<file path="src/rtl/spi_sck_receiver.sv">
// SPI slave receiver clocked entirely from clock_in: oversamples an asynchronous SCK/CS/SDI,
// assembles WIDTH-bit MSB-first words and measures the SCK high time.
module spi_sck_receiver #(
   parameter int unsigned WIDTH   = 24,
   parameter logic [27:0] TIMEOUT = 28'd1024
) (
   input  logic             clock_in,
   input  logic             reset,
   input  logic             enable,
   input  logic             sck_in,
   input  logic             cs_n,
   input  logic             sdi,
   output logic [WIDTH-1:0] data_out,
   output logic             data_valid,
   output logic             frame_error,
   output logic [27:0]      high_time
);

   localparam int unsigned   CntW        = $clog2(WIDTH + 2);
   localparam logic [CntW-1:0] FullCnt   = CntW'(WIDTH);
   localparam logic [27:0]   TimeoutLast = TIMEOUT - 28'd1;
   localparam logic [27:0]   HighMax     = 28'hFFFFFFF;

   typedef enum logic [1:0] {StIdle, StShift, StDone, StError} state_e;

   state_e           state_q, state_d;
   logic [2:0]       sck_sync_q, cs_sync_q;
   logic [1:0]       sdi_sync_q;
   logic [WIDTH-1:0] shift_q, shift_d;
   logic [CntW-1:0]  bit_cnt_q, bit_cnt_d;
   logic [27:0]      tmo_q, tmo_d;
   logic [WIDTH-1:0] data_out_q, data_out_d;
   logic             data_valid_q, data_valid_d;
   logic             frame_error_q, frame_error_d;
   logic [27:0]      high_cnt_q, high_cnt_d;
   logic [27:0]      high_time_q, high_time_d;

   logic sck_s, sdi_s, sck_rise, sck_fall, cs_rise, cs_fall;

   // Stage 2 is the synchronised level, stage 3 its one-cycle-old copy for edge detection.
   assign sck_s    = sck_sync_q[1];
   assign sdi_s    = sdi_sync_q[1];
   assign sck_rise = sck_sync_q[1] & ~sck_sync_q[2];
   assign sck_fall = ~sck_sync_q[1] & sck_sync_q[2];
   assign cs_fall  = ~cs_sync_q[1] & cs_sync_q[2];
   assign cs_rise  = cs_sync_q[1] & ~cs_sync_q[2];

   always_ff @(posedge clock_in) begin
      if (reset) begin
         sck_sync_q    <= 3'b000;
         cs_sync_q     <= 3'b111;
         sdi_sync_q    <= 2'b00;
         state_q       <= StIdle;
         shift_q       <= '0;
         bit_cnt_q     <= '0;
         tmo_q         <= '0;
         data_out_q    <= '0;
         data_valid_q  <= 1'b0;
         frame_error_q <= 1'b0;
         high_cnt_q    <= '0;
         high_time_q   <= '0;
      end else begin
         sck_sync_q    <= {sck_sync_q[1:0], sck_in};
         cs_sync_q     <= {cs_sync_q[1:0], cs_n};
         sdi_sync_q    <= {sdi_sync_q[0], sdi};
         state_q       <= state_d;
         shift_q       <= shift_d;
         bit_cnt_q     <= bit_cnt_d;
         tmo_q         <= tmo_d;
         data_out_q    <= data_out_d;
         data_valid_q  <= data_valid_d;
         frame_error_q <= frame_error_d;
         high_cnt_q    <= high_cnt_d;
         high_time_q   <= high_time_d;
      end
   end

   // Frame FSM; data_valid/frame_error are registered on entry to DONE/ERROR so they are
   // visible while the FSM sits in that state.
   always_comb begin
      state_d       = state_q;
      shift_d       = shift_q;
      bit_cnt_d     = bit_cnt_q;
      tmo_d         = tmo_q;
      data_out_d    = data_out_q;
      data_valid_d  = 1'b0;
      frame_error_d = frame_error_q;

      if (!enable) begin
         state_d = StIdle;
      end else begin
         unique case (state_q)
            StIdle: begin
               if (cs_fall) begin
                  state_d       = StShift;
                  shift_d       = '0;
                  bit_cnt_d     = '0;
                  tmo_d         = '0;
                  frame_error_d = 1'b0;
               end
            end
            StShift: begin
               if (cs_rise) begin
                  if (bit_cnt_q == FullCnt) begin
                     state_d      = StDone;
                     data_out_d   = shift_q;
                     data_valid_d = 1'b1;
                  end else begin
                     state_d       = StError;
                     frame_error_d = 1'b1;
                  end
               end else if (sck_rise) begin
                  if (bit_cnt_q == FullCnt) begin
                     state_d       = StError;
                     frame_error_d = 1'b1;
                  end else begin
                     shift_d   = {shift_q[WIDTH-2:0], sdi_s};
                     bit_cnt_d = bit_cnt_q + CntW'(1);
                     tmo_d     = '0;
                  end
               end else if (tmo_q == TimeoutLast) begin
                  state_d       = StError;
                  frame_error_d = 1'b1;
               end else begin
                  tmo_d = tmo_q + 28'd1;
               end
            end
            StDone:  state_d = StIdle;
            StError: state_d = StIdle;
            default: state_d = StIdle;
         endcase
      end
   end

   always_comb begin
      high_cnt_d  = high_cnt_q;
      high_time_d = high_time_q;
      if (!enable) begin
         high_cnt_d = '0;
      end else if (sck_fall) begin
         high_time_d = high_cnt_q;
         high_cnt_d  = '0;
      end else if (sck_s && (high_cnt_q != HighMax)) begin
         high_cnt_d = high_cnt_q + 28'd1;
      end
   end

   assign data_out    = data_out_q;
   assign data_valid  = data_valid_q;
   assign frame_error = frame_error_q;
   assign high_time   = high_time_q;

endmodule

</file>
<file path="config.mk">
export PLATFORM = sky130hd
export DESIGN_NAME = spi_sck_receiver
export DESIGN_NICKNAME = d
export VERILOG_FILES = /design/src/rtl/spi_sck_receiver.sv
export SDC_FILE = /design/constraint.sdc
export NUM_CORES = 1
export LEC_CHECK = 0
export CORE_MARGIN = 3
export CORE_UTILIZATION = 57
export DETAILED_ROUTE_END_ITERATION = 10
export HOLD_SLACK_MARGIN = 0.03
export PLACE_DENSITY = 0.83
export SLEW_MARGIN = 20
export SYNTH_ARGS = -nofsm -noshare
export SYNTH_HDL_FRONTEND = slang
export SYNTH_SLANG_ARGS = --single-unit
export TNS_END_PERCENT = 100
</file>
<file path="constraint.sdc">
create_clock -name clock_in -period 2.8 [get_ports clock_in]
set_input_delay 0.28 -clock clock_in [delete_from_list [all_inputs] [get_ports clock_in]]
set_output_delay 0.28 -clock clock_in [all_outputs]
set_load 0.02 [all_outputs]
</file>
==> metrics.yaml, run 1 <==
placement:
  portBuffers: 59
  dpl.hpwl_um: 10300
  dpl.cell_count: 967
  place_area_um2: 7180
  place_congestion: 0.860
floorplan:
  num_rows: 38
  die_x_um: 113
  fp.dieH_um: 113
  core_um2: 11000
  start_util: 0.593
  die_area_um2: 12700
  ios: 60
drt:
  wl_met2_um: 7900
  ant_nets: 0
  routed_via_density: 6.16
  drtIter0Drc: 503
  maxUsedRoutingLayer: "met4"
  routedWlPerCell_um: 15.6
  first_pass_iters: 5
  wirelength_um: 15600
  drc: 0
  via_count: 6138
  met1Wirelength_um: 6480
  dr_wl_met3_um: 959
logic_synthesis:
  synthFlopType: "dfxtp_1"
  avgSynthCellArea_um2: 8.16
  syn_inst: 798
  ys_ff_latch: 149
  yosysSeqAreaShare: 0.458
  synth_enable_flop_cells: 0
  synth-warning-count: 0
  synthArstFlopShare: 0
  ys_types: 60
  syn_nets: 808
  syn-cell-area_um2: 6510
pwr:
  power.internal_mw: 3.35
  leakage_nw: 2.51
  ir_drop_mv: 0.570
  power.share.combinational: 0.028
  seq_power_share: 0.498
  pwr-share-clk: 0.474
  netSwitchingPower_mw: 0.944
  swShare: 0.220
  powerDensity_nw_per_um2: 556
cells_and_area:
  finalInstanceArea_um2: 7710
  layout_commonest_cell: "nand2_1"
  final_cells: 997
  drive_above_1_share: 0.0700
  antenna_cells: 0
  area_growth_pct: 18.4
  final_cell_mix: "nand2_1 (185), dfxtp_1 (149), a21oi_1 (109), clkdlybuf4s50_1 (58), o31ai_1 (33)"
  nNetsFinal: 856
  utilization: 0.702
clocking:
  cts_hold_buf: 0
  cts.reportedPaths.clkPinSlew_ns: 0.06
  post_cts_resized: 0
  numCtsBuffers: 17
  clockRootBuffer: "clkbuf_16"
  insertion_delay_ns: 0.42
  htree_levels: 4
  cts_buffer_depth: 2
  cts_setup_buffers: 0
  cts_sinks: 149
  cts_tree: "built"
worst_setup_path:
  arrival_ns: 2.77
  critPathMaxFanout: 16
  critical_path_class: "flip-flop to flip-flop"
  worstSetupStartpointType: "flip-flop"
  crit_required_ns: 3.14
  crit_path_end_kind: "flip-flop"
  r2r_start: "high_cnt_q[0]"
  startpoint: "high_cnt_q[0]"
  r2r.worst_path.cells: 6
sta:
  slew_violations: 0
  finalCritPeriodShare: 0.869
  max_freq_mhz: 411
  rsz0062_at_grt: "no"
  finalHoldViolCount: 0
  tightest_slew_ns: 0.731
  fin_tns_setup_ns: 0
  relSlewSlack: 0.508
  min_period_ns: 2.43
  setup_viol: 0
  hold-worst-slack_ns: 0.341
  fin_skew_ns: 0.00635
worst_hold_path:
  holdPathStages: 2
  min_path_type: "input pin to flip-flop"
  min-delay-start: "reset"
outcome:
  status: "finished clean"
grt:
  grt_pass1_vias: 5751
  grt_use_total: 0.249
  grt_max_degree: 46
  grt_overflow: 0
  antenna_found_initial: 0
  grt_pass1_wl_um: 26300
flow_run:
  cap_violations: 0
==> critical path, cell delays in order (launching register included) <==
cell and delay (ns):
dfxtp_1 0.45, ha_1 0.26, and3_1 0.30, nand3_1 0.26, o41ai_4 0.66, o21ai_0 0.24, a21oi_1 0.17
==> cells in the mapped netlist, types with 4 or more instances <==
cell,instances,area (µm²)
a21oi_1,109,546
a31oi_1,8,50.1
a41oi_1,4,35.0
and2_1,5,31.3
and3_1,8,50.1
and4_1,15,131
buf_2,10,50.1
clkbuf_1,29,109
dfxtp_1,149,2980
ha_1,4,50.1
inv_1,8,30.0
mux2i_1,4,40.0
nand2_1,185,694
nand2b_1,7,43.8
nand3_1,31,155
nand4_1,15,93.8
nor2_1,26,97.6
nor2b_1,12,75.1
nor3_1,13,65.1
nor4_1,10,62.6
o211ai_1,5,37.5
o21ai_0,18,90.1
o31ai_1,33,248
or3_1,14,87.6
or4_1,20,150
xnor2_1,4,35.0
==> cells by family after synthesis <==
logic type | count (synthesis) | share of synthesized area
fa+ha+maj | 4 | 0.00768
compound gates | 199 | 0.186
mux | 4 | 0.00615
simple gates | 384 | 0.299
xor+xnor | 5 | 0.00672
flops | 149 | 0.458
buf+inv | 53 | 0.0365
==> area by class of cell <==
type,count,area (µm²)
Clock inverter,9,56.3
Inverter,8,30.0
Clock buffer,21,470
Fill cell,891,3270
Tap cell,140,175
Sequential cell,149,2980
Multi-Input combinational cell,596,3300
Timing Repair Buffer,74,698
==> metrics by stage <==
step,total power [mW],setup slack (ns)
after global placement,2.30,0.269
after detailed placement,2.30,0.193
after floorplan,2.27,0.771
after CTS,4.32,0.399
final,4.29,0.368
after global routing,4.43,0.142
==> power by group through the flow <==
| stage | Clock [mW] | Sequential, mW | Combinational, mW |
|---|---|---|---|
| final | 2.03 | 2.14 | 0.121 |
| after global routing | 2.16 | 2.14 | 0.133 |
| after CTS | 2.06 | 2.14 | 0.120 |
| after detailed placement | 0 | 2.18 | 0.119 |
| after global placement | 0 | 2.18 | 0.115 |
| after floorplan | 0 | 2.18 | 0.0865 |
==> sequential cells by signal, summed over array words and instances, names as in the netlist, 3 cells and up <==
signal,count
high_cnt_q,28
high_time,28
tmo_q,28
data_out,24
shift_q,24
bit_cnt_q,5
cs_sync_q,3
sck_sync_q,3
==> metal layers <==
layer  up-vias  global-route usage
met4         0               0.102
met1      2922               0.294
li1       2976                   -
met2       210               0.430
met5         -                   0
met3        30              0.0674
==> worst paths after layout <==
check	end	slack, ns
worst max-delay path	high_cnt_q[3]	0.37
worst min-delay path	sck_sync_q[2]	0.34
worst max register to register	high_cnt_q[3]	0.37
worst min register to register	cs_sync_q[1]	0.42
(Power assumes the default switching activity.)
==> run 2, diff against run 1 <==
--- a/config.mk
+++ b/config.mk
@@ -5,7 +5,8 @@
 export SDC_FILE = /design/constraint.sdc
 export NUM_CORES = 1
 export LEC_CHECK = 0
-export CORE_MARGIN = 3
+export CORE_ASPECT_RATIO = 2
+export CORE_MARGIN = 1.5
 export CORE_UTILIZATION = 57
 export DETAILED_ROUTE_END_ITERATION = 10
 export HOLD_SLACK_MARGIN = 0.03
==> metrics.yaml, run 2 (synthesis results as in run 1) <==
outcome:
  status: "finished clean"
grt:
  grt_overflow: 0
  globalRouteMet1Util: 0.287
  grt_use_total: 0.292
  grt-busiest-layer: "met2"
  antenna_found_initial: 0
  met2_usage: 0.548
  grt_pass1_wl_um: 28000
  grt_pass1_vias: 6034
  grt_max_degree: 54
  globalRouteMet3Util: 0.0507
drt:
  routed_via_density: 6.11
  first_pass_iters: 4
  ant_nets: 0
  drc: 0
  via_count: 6163
  wirelength_um: 17000
  drtIter0Drc: 286
  routedWlPerCell_um: 16.8
clocking:
  cts_sinks: 149
  numCtsBuffers: 17
  clockRootBuffer: "clkbuf_16"
  cts_hold_buf: 0
  post_cts_resized: 0
  cts_tree: "built"
  insertion_delay_ns: 0.43
  cts.reportedPaths.clkPinSlew_ns: 0.07
  cts_setup_buffers: 0
  htree_levels: 4
  cts_buffer_depth: 2
worst_setup_path:
  worstSetupStartpointType: "flip-flop"
  critical_path_class: "flip-flop to flip-flop"
  crit_required_ns: 3.13
  arrival_ns: 2.77
  critPathMaxFanout: 22
  crit_path_end_kind: "flip-flop"
sta:
  setup_viol: 0
  max_freq_mhz: 410
  fin_skew_ns: 0.00885
  relSlewSlack: 0.439
  finalHoldViolCount: 0
  finalCritPeriodShare: 0.872
  min_period_ns: 2.44
  fin_tns_setup_ns: 0
  tightest_slew_ns: 0.830
  slew_violations: 0
  rsz0062_at_grt: "no"
  hold-worst-slack_ns: 0.300
floorplan:
  num_rows: 55
  core_um2: 11200
  ios: 60
  fp.dieH_um: 154
  die_area_um2: 12100
  die_x_um: 78.6
  start_util: 0.581
cells_and_area:
  antenna_cells: 0
  nFillCells: 840
  layout_commonest_cell: "nand2_1"
  area_growth_pct: 20.6
  drive_above_1_share: 0.0808
  nNetsFinal: 863
  final_cell_mix: "nand2_1 (185), dfxtp_1 (149), a21oi_1 (109), clkdlybuf4s50_1 (58), o31ai_1 (33)"
flow_run:
  cap_violations: 0
pwr:
  leakage_nw: 2.60
  power_mw: 4.66
  ir_drop_mv: 0.480
  powerDensity_nw_per_um2: 593
worst_hold_path:
  min_path_type: "input pin to flip-flop"
placement:
  dpl.hpwl_um: 12000
  place_congestion: 0.929
  portBuffers: 59
-- run 2: path summary, 6_finish.rpt --
| check | from | to | slack [ns] | depth (start not counted) |
|---|---|---|---|---|
| max reg2reg | bit_cnt_q[0] | tmo_q[26] | 0.36 | 7 |
| max | bit_cnt_q[0] | tmo_q[26] | 0.36 | 7 |
| min | reset | state_q[0] | 0.30 | 3 |
| min reg2reg | cs_sync_q[0] | cs_sync_q[1] | 0.42 | 1 |
-- run 2: area by class of cell --
type,instances,area (µm²),area share
clock buffers,18,439,0.0559
repair buffers,81,751,0.0955
multi-input cells,596,3300,0.420
clock inverters,14,180,0.0229
flip-flops and latches,149,2980,0.380
inverters,8,30.0,0.00382
well taps,142,178,0.0226
-- run 2: power by group --
group	leakage [nW]	total (mW)	internal [mW]	switching (mW)
Clock	0.308	2.40	1.39	1.01
Combinational	1.09	0.127	0.0387	0.0888
Sequential	1.20	2.14	2.13	0.00847
Total	2.60	4.66	3.55	1.11
-- run 2: metrics by stage --
stage / utilization / cell area, µm² / worst slack (ns) / std cells
after floorplan: - / 6510 / 0.771 / 798
after global placement: 0.645 / 7240 / 0.438 / 976
after detailed placement: 0.645 / 7240 / 0.378 / 976
after CTS: 0.701 / 7860 / 0.413 / 1008
after global routing: 0.701 / 7860 / 0.197 / 1008
final: 0.701 / 7860 / 0.359 / 1008
-- run 2: metal layers --
layer / routed length (µm) / vias up
li1: - / 2994
met1: 6170 / 2925
met2: 9360 / 176
met3: 551 / 68
met4: 889 / 0
met5: 0 / -
-- run 2: worst max-delay path, cell delays in order (launching register included) --
cell,delay (ns)
dfxtp_1,0.35
inv_1,0.08
ha_1,0.16
nand4b_1,0.22
nor3_1,0.42
or2_1,0.63
nor3_1,0.17
a32o_1,0.29
==> run 3, diff against run 2 <==
--- a/config.mk
+++ b/config.mk
@@ -11,6 +11,7 @@
 export DETAILED_ROUTE_END_ITERATION = 10
 export HOLD_SLACK_MARGIN = 0.03
 export PLACE_DENSITY = 0.83
+export SKIP_LAST_GASP = 1
 export SLEW_MARGIN = 20
 export SYNTH_ARGS = -nofsm -noshare
 export SYNTH_HDL_FRONTEND = slang
==> results of run 3 <==
Same layout as run 2: the final DEF is identical, and so are final timing and power.
